--- src/rtl/keypad_scanner.sv ---
// 4x4 matrix keypad scanner: walks a one-cold column drive, debounces a single-row
// press and its release, and strobes key_valid once per accepted key.
module keypad_scanner #(
  parameter int SETTLE_CYCLES   = 3,
  parameter int DEBOUNCE_CYCLES = 240000
) (
  input  logic       clk,
  input  logic       reset,
  input  logic [3:0] rows,
  output logic [3:0] cols,
  output logic [3:0] key,
  output logic       key_valid
);

  localparam int SW = $clog2(SETTLE_CYCLES);
  localparam int DW = $clog2(DEBOUNCE_CYCLES);
  localparam logic [SW-1:0] SETTLE_LAST = SW'(SETTLE_CYCLES - 1);
  localparam logic [DW-1:0] DEB_LAST    = DW'(DEBOUNCE_CYCLES - 1);
  // Nibble (row*4 + col) holds the hex code printed on that key.
  localparam logic [63:0] KEYMAP = 64'hDF0E_C987_B654_A321;

  typedef enum logic [1:0] {
    ST_SCAN     = 2'd0,
    ST_DEBOUNCE = 2'd1,
    ST_HELD     = 2'd2
  } state_t;

  state_t        state_q;
  logic [1:0]    col_q;
  logic [3:0]    cols_q;
  logic [3:0]    row_pat_q;
  logic [3:0]    key_q;
  logic          key_valid_q;
  logic [SW-1:0] settle_q;
  logic [DW-1:0] deb_q;
  logic [DW-1:0] rel_q;

  logic [3:0]    only_low;
  logic          single_low;
  logic [1:0]    row_idx;
  logic [3:0]    key_code;

  genvar gi;
  generate
    for (gi = 0; gi < 4; gi++) begin : g_row
      assign only_low[gi] = (rows == (4'hF ^ (4'h1 << gi)));
    end
  endgenerate

  // Ghosting or multi-press leaves two or more rows low and is never accepted.
  assign single_low = |only_low;

  always_comb begin
    row_idx = 2'd3;
    case (row_pat_q)
      4'b1110: row_idx = 2'd0;
      4'b1101: row_idx = 2'd1;
      4'b1011: row_idx = 2'd2;
      default: row_idx = 2'd3;
    endcase
    key_code = KEYMAP[{row_idx, col_q, 2'b00} +: 4];
  end

  always_ff @(posedge clk) begin
    key_valid_q <= 1'b0;
    if (reset) begin
      state_q   <= ST_SCAN;
      col_q     <= 2'd0;
      cols_q    <= 4'b1110;
      row_pat_q <= 4'hF;
      key_q     <= 4'h0;
      settle_q  <= '0;
      deb_q     <= '0;
      rel_q     <= '0;
    end else begin
      case (state_q)
        ST_SCAN: begin
          if (settle_q == SETTLE_LAST) begin
            settle_q <= '0;
            if (single_low) begin
              row_pat_q <= rows;
              deb_q     <= '0;
              state_q   <= ST_DEBOUNCE;
            end else begin
              col_q  <= col_q + 2'd1;
              cols_q <= {cols_q[2:0], cols_q[3]};
            end
          end else begin
            settle_q <= settle_q + SW'(1);
          end
        end
        ST_DEBOUNCE: begin
          if (rows != row_pat_q) begin
            settle_q <= '0;
            state_q  <= ST_SCAN;
          end else if (deb_q == DEB_LAST) begin
            key_valid_q <= 1'b1;
            key_q       <= key_code;
            rel_q       <= '0;
            state_q     <= ST_HELD;
          end else begin
            deb_q <= deb_q + DW'(1);
          end
        end
        ST_HELD: begin
          // Any low row restarts the release count, including a second key.
          if (rows != 4'hF) begin
            rel_q <= '0;
          end else if (rel_q == DEB_LAST) begin
            col_q    <= col_q + 2'd1;
            cols_q   <= {cols_q[2:0], cols_q[3]};
            settle_q <= '0;
            state_q  <= ST_SCAN;
          end else begin
            rel_q <= rel_q + DW'(1);
          end
        end
        default: begin
          settle_q <= '0;
          state_q  <= ST_SCAN;
        end
      endcase
    end
  end

  assign cols      = cols_q;
  assign key       = key_q;
  assign key_valid = key_valid_q;

endmodule

--- config.mk ---
export PLATFORM = sky130hd
export DESIGN_NAME = keypad_scanner
export DESIGN_NICKNAME = d
export VERILOG_FILES = /design/src/rtl/keypad_scanner.sv
export SDC_FILE = /design/constraint.sdc
export NUM_CORES = 1
export LEC_CHECK = 0
export CAP_MARGIN = 20
export CORE_UTILIZATION = 60
export CTS_CLUSTER_SIZE = 30
export DETAILED_ROUTE_END_ITERATION = 6
export GPL_TIMING_DRIVEN = 1
export MAX_ROUTING_LAYER = met4
export PLACE_DENSITY = 0.8
export SLEW_MARGIN = 20
export SYNTH_ARGS = -nofsm -noshare
export SYNTH_HDL_FRONTEND = slang
export SYNTH_SLANG_ARGS = --single-unit
--- constraint.sdc ---
create_clock -name clk -period 4 [get_ports clk]
set_clock_uncertainty 0.05 [all_clocks]
set_input_delay 0.8 -clock clk [delete_from_list [all_inputs] [get_ports clk]]
set_output_delay 0.8 -clock clk [all_outputs]
set_load 0.02 [all_outputs]
=== Word level (Yosys, flattened, before mapping) ===
Cells that the tools add are included.

* Word-level logic and storage cells: 86
* Output and inout port bits: 9
* Input bits: 6
* Bits in registers: 55

* Equal/unequal tests: 25
* Multiplexer cells: 32
* $add $sub $neg: 4
* Bitwise operators: 2
* Reductions and logical operators: 13
* Shift operators: 1

{| class="wikitable"
|+ Operator list
! kind !! number
|-
| $mux 18 || 8
|-
| $pmux 18 s2 || 2
|-
| $shiftx 64x7->4 const A || 1
|-
| $add 18x1->18 const B || 2
|-
| $eq 18x18->1 const B || 2
|-
| $eq 4x4->1 const B || 6
|-
| $mux 2 || 12
|-
| $ne 2x2->1 const B || 9
|-
| $pmux 2 s3 || 3
|-
| $mux 4 || 4
|-
| $reduce_and 5->1 || 3
|-
| $reduce_and 3->1 || 3
|-
| $pmux 4 s2 || 1
|-
| $ne 3x3->1 const B || 2
|-
| $reduce_bool 2->1 || 3
|-
| $add 2x1->2 const B || 2
|-
| $eq 2x2->1 const B || 2
|-
| $eq 4x3->1 const B || 1
|-
| $ne 4x4->1 || 1
|-
| $ne 4x4->1 const B || 1
|-
| $pmux 2 s2 || 1
|-
| $reduce_and 4->1 || 1
|-
| $reduce_or 4->1 || 1
|-
| $reduce_or 3->1 || 1
|-
| other kinds (4) || 5
|}

=== Longest topological paths before layout ===
Gate-level depths: netlist of run 1.

* Depth after elaboration: 5
* Depth in mapped cells: 10
* Mapped depth without buffers: 7

=== Least setup slack after synthesis of run 1 ===
OpenSTA, ideal clock, no wires.

* Path kind: input-to-reg
* From: input rows[2]
* To: register deb_q[4]
* Buffers on the path: 3
* Library setup time: 0.070 ns
* Slack: 1.389 ns
* Stages: 9
* Arrival: 2.491 ns
* Data required time: 3.880 ns
* Cells stage by stage: buf_2 -> xor2_1 -> nor3_1 -> and3_1 -> clkbuf_1 -> a21boi_4 -> buf_6 -> or4_1 -> a21oi_1

* Word-level cells in the longest chain between the ends: 4
* Elaborated cells on any way between the ends: 9
* Classes of those cells: 7 x eq/ne; 2 x reduce/logical

{| class="wikitable"
|+ Ends and longest elaborated chain
! what !! line !! source
|-
| from (decl) || 9 || <nowiki>input logic [3:0] rows,</nowiki>
|-
| $eq 4x4->1 or $eq 4x3->1 (tied branches) || 46 || <nowiki>assign only_low[gi] = (rows == (4'hF ^ (4'h1 << gi)));</nowiki>
|-
| $reduce_or 4->1 || 51 || <nowiki>assign single_low = |only_low;</nowiki>
|-
| $ne 2x2->1 (no source line) || -- ||
|-
| $reduce_and 5->1 (no source line) (*) || -- ||
|-
| to (signal assigned) || 102 || <nowiki>deb_q <= deb_q + DW'(1);</nowiki>
|-
| to (decl) || 35 || <nowiki>logic [DW-1:0] deb_q;</nowiki>
|}

Mark *: on every way between the ends. The rest lies on a longest branch, timed or not.
A chain may end at the register's enable or synchronous reset.

=== Worst setup path after layout of run 1 ===
* From: input rows[2]
* To: register cols_q[1], in the netlist cols[1]

* Word-level cells in the longest chain between the ends: 4
* Elaborated cells on any way between the ends: 9
* Classes of those cells: 7 x eq/ne; 2 x reduce/logical

{| class="wikitable"
|+ Ends and longest elaborated chain
! what !! line !! source
|-
| $eq 4x4->1 or $eq 4x3->1 (tied branches) || 46 ||
|-
| $reduce_or 4->1 || 51 ||
|-
| $ne 2x2->1 (no source line) || -- ||
|-
| $reduce_and 5->1 (no source line) (*) || -- ||
|-
| to (signal assigned) || 86 || <nowiki>cols_q <= {cols_q[2:0], cols_q[3]};</nowiki>
|-
| to (signal assigned) || 111 || <nowiki>cols_q <= {cols_q[2:0], cols_q[3]};</nowiki>
|-
| to (decl) || 30 || <nowiki>logic [3:0] cols_q;</nowiki>
|}

Marks and branches as above.

==> key figures, run 1 <==
Outcome
  • Status: completed

Global route
  • Number of global-route vias before repair: roughly 2400
  • Initial antenna violation count: 0
  • Total Routing Usage GR: 0.278
  • First-pass GRT wire length: around 11000 um
  • Gr ovfl total: 0
  • Largest net degree at the start of global routing: 33

Die
  • Cell Rows: 25
  • Initial core utilization: 0.627
  • Io pins: 15
  • Core area: 4750 sq um
  • Die width: just over 70 um
  • Chip height: around 73 um
  • DIE AREA: around 5300 sq um

Clock network
  • Post-cts hold buffer count: 0
  • CTS Sinks: 55
  • Clk slew on worst S/H paths: 90 ps
  • CTS Buf Count: 5
  • Post-CTS Setup Inserts: 0
  • Root Driver: clkbuf_8
  • CTS max path bufs: 2
  • H-tree levels: 2
  • CTS tree: yes
  • Worst skew pair latency: a little over 300 ps
  • Post-CTS sizing: 0

Layout
  • Final Util: 0.678
  • FILL cells: 422
  • Cell area after layout: 3220 sq um
  • Register Area: 1100 sq um
  • Layout cells sized above 1: 0.0516
  • Ant. Diodes: 0
  • Nets: about 380
  • Multi-input gate area in the final layout: 1750 sq um
  • Area growth from synthesis to layout: 8.05%

Worst setup path
  • CP Max Fanout: 11
  • CP Class: input port to flip-flop
  • Register-to-Register Path Depth: 6
  • Worst flop-to-flop path endpoint: rel_q[1]$_SDFFE_PP0P_
  • Setup crit end kind: flip-flop
  • Critical path's top delay family: simple AND/OR/NAND/NOR gates
  • CP startpoint: rows[2]
  • Crit path max-delay cell type: clkdlybuf4s50_1
  • Critical Path Source Type: input port
  • Crit path to: cols[1]$_SDFFE_PP1P_
  • R2R Setup Slk: 1540 ps
  • Reg2reg start: deb_q[2]$_SDFFE_PP0P_
  • Critical Path RT: approximately 4100 ps
  • Max incr delay on CP: approximately 600 ps
  • Most used cell, CP: nand2_1
  • Number of cells on the critical path: 7
  • Worst path bufs/invs: 1
  • Worst path arrival time: approximately 3300 ps
  • Critical path, cell by cell: clkdlybuf4s50_1 -> nand4_1 -> nor3b_2 -> nand2_1 -> o22ai_2 -> mux2i_1 -> nand2_1

Place
  • DP HPWL: 4530 um
  • Port Buffers: 14
  • Post-Place Cell Area: about 3100 sq um
  • RePlAce Congestion: approximately 0.86
  • Pre-CTS setup slack: between 500 and 600 ps

Timing
  • Fin crit share: 0.781
  • Fmax: 320 MHz
  • Worst Setup Slack, final: 877 ps
  • Slew HR: 0.552
  • Min Clock Period, post-route: 3120 ps
  • Final Hold Fails: 0
  • Worst-Margin Slew: ~670 ps
  • Final Slew Violations: 0
  • RSZ-0062 raised after global routing: false
  • Finish-stage setup viols: 0
  • Total Neg Setup Slack: 0 ps

Logic synthesis
  • Synth Net Count: approximately 380
  • Ranking of synthesized cells by area: dfxtp_1, nand2_1, a21oi_1, nor2_1, ha_1
  • Sequential-to-total area share from yosys stat: 0.369
  • Mapped Cells: ~370
  • Syn_area_per_cell: 8.17 sq um
  • EDFF count, synth: 0
  • Synth Register Bits: 55
  • Ys flop type: dfxtp_1
  • Area share of the leading cell type in the synthesized netlist: 0.369
  • Synth area leader: dfxtp_1
  • Async set-reset flop share out of synthesis: 0
  • Netlist Area Pre-Place: 2980 sq um
  • Post-synth cell types: between 50 and 60
  • YS warnings: 0

Route
  • Vias per cell: 6.15
  • Total Wirelength: 6460 um
  • 1st-iter DRT viols: about 190
  • Post-route ant nets: 0
  • Post-DR wirelength/cell: roughly 15 um
  • Residual DRC: 0
  • Router iterations before antenna repair: 4
  • Vias after detailed routing: about 2700

Pwr
  • Peak VDD IR: between 200 and 250 uV
  • Power consumption: between 0.9 and 1 mW
  • PD cells: 296 nW/um^2
  • Leakage power: ~1 nW

Job
  • Max-cap violations: 0

Worst hold path
  • HP Class: flip-flop to flip-flop
[worst register-to-register path, cell delays in order (launching register included)]
cell and delay, ps:
dfxtp_1 400, and3_1 370, nand4_2 200, nor4_2 640
a21o_1 450, nand3_1 140, a21oi_1 150
[final cells by class]
cell class	instances	share of cell area
well taps	67	0.0260
clock buffers	8	0.0311
flip-flops and latches	55	0.342
multi-input cells	280	0.542
repair buffers	17	0.0505
inverters	8	0.00932
[synthesized netlist by cell type, drive strengths merged, types with 9 or more instances]
master	number
nor2	31
nand4	10
a311oi	10
clkbuf	13
nand2	44
mux2i	10
buf	9
nand3	19
dfxtp	55
a21oi	30
o21ai	19
[report_power, final]
part           internal, mW  leakage (nW)  switching, mW
registers             0.552         0.444        0.00554
clock network         0.159        0.0515          0.180
logic                0.0239         0.531         0.0343
[layer usage]
layer	track usage	wire length, um	up-vias
met5	-	0	-
met4	0.0850	55	0
met3	0.0431	307	6
met2	0.430	3020	57
met1	0.374	3080	1262
li1	-	-	1350
[layout by cell type, fill, tap and decap left out, drive strengths merged, types with 10 or more instances in the layout]
master / netlist / final
o21ai: 19 / 19
a311oi: 10 / 10
nand2: 44 / 44
dfxtp: 55 / 55
nand4: 10 / 10
clkdlybuf4s50: 0 / 14
nor2: 31 / 31
nand3: 19 / 19
mux2i: 10 / 10
a21oi: 30 / 30
[worst min path at each step]
| stage | from | to | slack (ps) | cells after the start |
|---|---|---|---|---|
| floorplan | rel_q[17]$_SDFFE_PP0P_ | rel_q[17]$_SDFFE_PP0P_ | 380 | 1 |
| global placement | key[3]$_SDFFE_PP0P_ | key[3]$_SDFFE_PP0P_ | 390 | 2 |
| detailed placement | key[1]$_SDFFE_PP0P_ | key[1]$_SDFFE_PP0P_ | 400 | 2 |
| CTS | key[1]$_SDFFE_PP0P_ | key[1]$_SDFFE_PP0P_ | 420 | 2 |
| global route | key[1]$_SDFFE_PP0P_ | key[1]$_SDFFE_PP0P_ | 430 | 2 |
| finish | key[0]$_SDFFE_PP0P_ | key[0]$_SDFFE_PP0P_ | 420 | 2 |
[flip-flops by register name (all words and copies together), names as in the netlist]
name,flops
cols,4
row_pat_q,4
state_q,2
key_valid,1
col_q,2
deb_q,18
key,4
rel_q,18
settle_q,2
[cells by family (layout without fill, tap and decap cells)]
| family | count (synthesis) | in the layout | synth area share |
|---|---|---|---|
| AND/OR/NAND/NOR | 157 | 157 | 0.274 |
| buffers and inverters | 30 | 33 | 0.0457 |
| XOR/XNOR | 11 | 11 | 0.0323 |
| AO/OA/AOI/OAI | 93 | 93 | 0.208 |
| flip-flops | 55 | 55 | 0.369 |
| multiplexers | 11 | 11 | 0.0373 |
| adder cells (fa/ha/maj) | 8 | 8 | 0.0336 |
[stage by stage]
step / hold slack (ps) / std cells
6_report: 416 / 435
5_1_grt: 429 / 435
4_1_cts: 418 / 435
3_5_place_dp: 401 / 427
3_3_place_gp: 389 / 427
2_1_floorplan: 378 / 365
Note: power is estimated with default switching activity, not from simulation.
==> run 2, diff against run 1 <==
clock period = 2.9 ns   (was 4 ns; I/O delays follow)
==> run 2 against run 1 <==
  * Global-route usage decreased by 1.2 points
  * Wire length increased by 2.2%
  * Sequential share of layout area decreased by 0.65 points
  * Count of clock-buffer cells in the layout decreased by 2
  * Via count increased by 1.8%
  * Critical endpoint is now deb_q[9]$_SDFFE_PP0P_
  * Largest power group unchanged
==> key figures, run 2 (same netlist as run 1, synthesis figures left out) <==
Outcome
  • Status: completed

Timing
  • Fin crit share: 0.853
  • RSZ-0062 raised after global routing: false
  • Final Hold Fails: 0
  • Total Neg Setup Slack: 0 ps
  • Worst-Margin Slew: about 480 ps
  • Finish-stage setup viols: 0
  • Min Clock Period, post-route: about 2500 ps
  • Final Slew Violations: 0
  • Fmax: between 400 and 500 MHz
  • Worst Setup Slack, final: 428 ps
  • Fin Hold WS: between 400 and 500 ps
  • Slew HR: 0.681

Layout
  • Layout cells sized above 1: 0.0769
  • Multi-input gate area in the final layout: between 1500 and 2000 sq um
  • Ant. Diodes: 0
  • Fin cells: approximately 440
  • Largest registers: deb_q (18), rel_q (18)
  • Commonest non-fill, non-tap cell in the layout: dfxtp_1
  • Nets: roughly 390
  • FILL cells: between 400 and 500
  • Area growth from synthesis to layout: 10.2%
  • Final Util: 0.691
  • Register Area: approximately 1100 sq um
  • Cell area after layout: about 3300 sq um
  • Most frequent cells in the layout: dfxtp_1, nand2_1, nor2_1

Global route
  • Gr ovfl total: 0
  • Total Routing Usage GR: 0.266
  • Initial antenna violation count: 0
  • Largest net degree at the start of global routing: 32
  • Number of global-route vias before repair: between 2000 and 2500
  • First-pass GRT wire length: 10800 um

Route
  • 1st-iter DRT viols: ~200
  • Total Wirelength: about 6600 um
  • Vias per cell: between 6 and 7
  • Router iterations before antenna repair: 5
  • Residual DRC: 0
  • Post-DR wirelength/cell: between 10 and 15 um
  • Vias after detailed routing: around 2700
  • Post-route ant nets: 0

Place
  • Pre-CTS setup slack: between 100 and 150 ps
  • Post-Place Cell Area: roughly 3200 sq um
  • Dpl cells: ~440
  • Port Buffers: 14
  • DP HPWL: 4700 um
  • RePlAce Congestion: approximately 0.86

Clock network
  • Post-CTS sizing: 0
  • H-tree levels: 2
  • CTS Sinks: 55
  • CTS max path bufs: 2
  • Post-cts hold buffer count: 0
  • Root Driver: clkbuf_8
  • Worst skew pair latency: about 300 ps
  • CTS tree: yes
  • Clk slew on worst S/H paths: 90 ps
  • Post-CTS Setup Inserts: 0
  • CTS Buf Count: 5

Pwr
  • PD cells: a little under 400 nW/um^2
  • Leakage power: between 1 and 1.5 nW
  • Power consumption: ~1.3 mW
  • Peak VDD IR: ~250 uV

Worst setup path
  • CP Max Fanout: 17
  • Worst flop-to-flop path endpoint: deb_q[9]$_SDFFE_PP0P_
  • Setup crit end kind: flip-flop
  • Critical Path RT: between 3000 and 4000 ps
  • CP Class: input port to flip-flop
  • Register-to-Register Path Depth: 7
  • Worst path arrival time: roughly 2700 ps
  • Critical Path Source Type: input port
  • Reg2reg start: deb_q[1]$_SDFFE_PP0P_
  • R2R Setup Slk: roughly 440 ps

Worst hold path
  • Worst Hold Path EP: key[3]$_SDFFE_PP0P_
  • Hold depth: 2
  • HP Class: flip-flop to flip-flop
  • Hold path start: key[3]$_SDFFE_PP0P_

Die
  • Io pins: 15
  • Chip height: 72.5 um
  • DIE AREA: between 5000 and 6000 sq um
  • Initial core utilization: 0.627
  • Cell Rows: 25
  • Core area: about 4800 sq um
  • Die width: around 73 um

Job
  • Max-cap violations: 0
## run 2: changes by cell type in the layout (fill, tap and decap cells not counted)
cell	before	now
buf_4	3	13
clkbuf_1	1	0
clkbuf_8	7	6
clkinv_2	0	1
## run 2: critical path: stages
cell	delay (ps)
clkdlybuf4s50_1	520
xor2_1	190
nor3_1	220
and3_1	280
a21boi_4	150
buf_4	190
or3_1	360
a21oi_1	160
## run 2: routing by layer
layer  routed length (um)  up-vias  GRT usage
met5                    0        -          -
met4                   56        0     0.0501
met3                  266        8     0.0417
met2                 3100       79      0.441
met1                 3180     1270      0.345
li1                     -     1367          -
## run 2: where the power goes
group	total (mW)	internal, mW	leakage (nW)	switching [mW]
Clock	0.426	0.188	0.0470	0.238
Sequential	0.769	0.761	0.444	0.00781
Combinational	0.0808	0.0341	0.580	0.0467
## run 2: layout make-up
type,instances,area share
clock buffer,6,0.0251
clock inverter,1,0.00152
inverter,8,0.00914
multi-input combinational,280,0.531
sequential,55,0.335
tap,67,0.0255
timing repair buffer,27,0.0724
## run 2: worst max path at each step
stage	cells after the start	end	startpoint	slack, ps
3_5_place_dp	7	cols[2]$_SDFFE_PP1P_	rows[1]	120
6_report	8	deb_q[9]$_SDFFE_PP0P_	rows[1]	430
4_1_cts	7	cols[2]$_SDFFE_PP1P_	rows[1]	440
2_1_floorplan	9	deb_q[4]$_SDFFE_PP0P_	rows[2]	510
3_3_place_gp	8	deb_q[9]$_SDFFE_PP0P_	rows[2]	200
5_1_grt	8	rel_q[16]$_SDFFE_PP0P_	rows[2]	250
==> run 3, diff against run 2 <==
GPL_TIMING_DRIVEN = default   (was 1)
MAX_ROUTING_LAYER = default   (was met4)
==> run 3 against run 2 <==
  * Setup slack lost 7.7 ps
  * Combinational power is essentially flat
  * Global-route usage shrank 0.81 points
  * Critical path type is now flip-flop to flip-flop
  * Critical endpoint unchanged
==> key figures, run 3 (same netlist as run 1, synthesis figures left out) <==
Timing
  • Slew HR: 0.661
  • Finish-stage setup viols: 0
  • Fmax: 403 MHz
  • Worst-Margin Slew: 505 ps
  • Final Slew Violations: 0
  • Fin crit share: 0.855
  • Total Neg Setup Slack: 0 ps
  • RSZ-0062 raised after global routing: false
  • Min Clock Period, post-route: between 2000 and 2500 ps
  • Final Hold Fails: 0

Place
  • RePlAce Congestion: roughly 0.85
  • DP HPWL: about 4700 um
  • Port Buffers: 14
  • Post-Place Cell Area: 3200 sq um

Route
  • Post-DR wirelength/cell: between 10 and 15 um
  • Post-route ant nets: 0
  • Residual DRC: 0
  • Vias after detailed routing: ~2700
  • Vias per cell: 6.13
  • Total Wirelength: roughly 6600 um
  • Router iterations before antenna repair: 5
  • 1st-iter DRT viols: around 190

Global route
  • Number of global-route vias before repair: around 2400
  • GR Util met3: 0.0417
  • Global routing usage on met1: 0.345
  • Busiest layer in global routing: met2
  • Gr ovfl total: 0
  • Largest net degree at the start of global routing: 32
  • Total Routing Usage GR: 0.258
  • Initial antenna violation count: 0
  • GR Util met2: 0.441
  • First-pass GRT wire length: approximately 11000 um

Pwr
  • Internal: 0.983 mW
  • PD cells: around 390 nW/um^2
  • Combinational power share: 0.063
  • Sw frac: 0.231
  • Sequential share of power: 0.601
  • Net load switching power: 0.295 mW
  • Peak VDD IR: around 250 uV
  • Leakage power: 1.07 nW
  • Clock power share: 0.335

Die
  • Cell Rows: 25
  • Die width: 72.5 um
  • Chip height: 72.5 um
  • Initial core utilization: 0.627
  • DIE AREA: 5260 sq um
  • Core area: approximately 4800 sq um
  • Io pins: 15

Clock network
  • CTS max path bufs: 2
  • Root Driver: clkbuf_8
  • H-tree levels: 2
  • CTS Buf Count: 5
  • CTS tree: yes
  • Clk slew on worst S/H paths: approximately 100 ps
  • Post-cts hold buffer count: 0
  • Post-CTS sizing: 0
  • Worst skew pair latency: approximately 300 ps
  • CTS Sinks: 55
  • Post-CTS Setup Inserts: 0

Worst setup path
  • Worst path arrival time: ~2600 ps
  • CP Max Fanout: 17
  • CP startpoint: deb_q[0]$_SDFFE_PP0P_
  • Setup crit end kind: flip-flop
  • Critical Path Source Type: flip-flop
  • CP Class: flip-flop to flip-flop
  • Reg2reg start: deb_q[0]$_SDFFE_PP0P_
  • Critical Path RT: 3050 ps

Layout
  • Commonest non-fill, non-tap cell in the layout: dfxtp_1
  • Most frequent cells in the layout: dfxtp_1, nand2_1, nor2_1
  • Nets: approximately 390
  • Layout cells sized above 1: 0.0769
  • FILL cells: between 400 and 500
  • Ant. Diodes: 0
  • Largest registers: deb_q (18), rel_q (18)
  • Area growth from synthesis to layout: 10.2%
  • Cell area after layout: 3290 sq um

Worst hold path
  • HP Class: flip-flop to flip-flop
  • Hold path start: key[3]$_SDFFE_PP0P_

Job
  • Max-cap violations: 0

Outcome
  • Status: completed
run 3: cell counts in the layout (fill, tap and decap cells not counted):
Identical to the previous run, type by type.
run 3: per-stage QoR:
stage	setup WS, ps	util	instances	hold slack [ps]	power, mW
floorplan	509	-	365	378	0.841
global placement	199	0.673	437	388	0.864
detailed placement	118	0.673	437	399	0.867
CTS	441	0.691	444	413	1.28
global route	254	0.691	444	420	1.32
finish	420	0.691	444	412	1.28
run 3: area by class of cell:
cell class / instances / area (sq um) / area share
inverters: 8 / 30.0 / 0.00914
multi-input cells: 280 / 1750 / 0.531
clock inverters: 1 / 5.00 / 0.00152
well taps: 67 / 83.8 / 0.0255
repair buffers: 27 / 238 / 0.0724
clock buffers: 6 / 82.6 / 0.0251
flip-flops and latches: 55 / 1100 / 0.335
run 3: critical path: stages, from the launching register on:
cell and delay, ps:
dfxtp_1 420, ha_1 290, nand4_2 190, or4_4 590, a21boi_4 410, buf_4 230
or3_1 120, a21oi_1 70
run 3: path summary, 6_finish.rpt:
kind / slack, ps / end / cells after the start
min reg2reg: 410 / key[3]$_SDFFE_PP0P_ / 2
max: 420 / deb_q[9]$_SDFFE_PP0P_ / 7
max reg2reg: 420 / deb_q[9]$_SDFFE_PP0P_ / 7
min: 410 / key[3]$_SDFFE_PP0P_ / 2
run 3: power groups by stage:
stage	logic, mW	registers, mW	clock network (mW)
2_1_floorplan	0.0540	0.787	0
3_3_place_gp	0.0784	0.786	0
3_5_place_dp	0.0807	0.786	0
4_1_cts	0.0810	0.769	0.432
5_1_grt	0.0881	0.770	0.457
6_report	0.0809	0.769	0.429
run 3: per-layer routing:
metal | part of all wire | wire length [um] | up-vias
li1 | - | - | 1368
met1 | 0.48 | 3180 | 1277
met2 | 0.47 | 3100 | 69
met3 | 0.040 | 264 | 8
met4 | 0.010 | 68 | 0
met5 | 0 | 0 | -
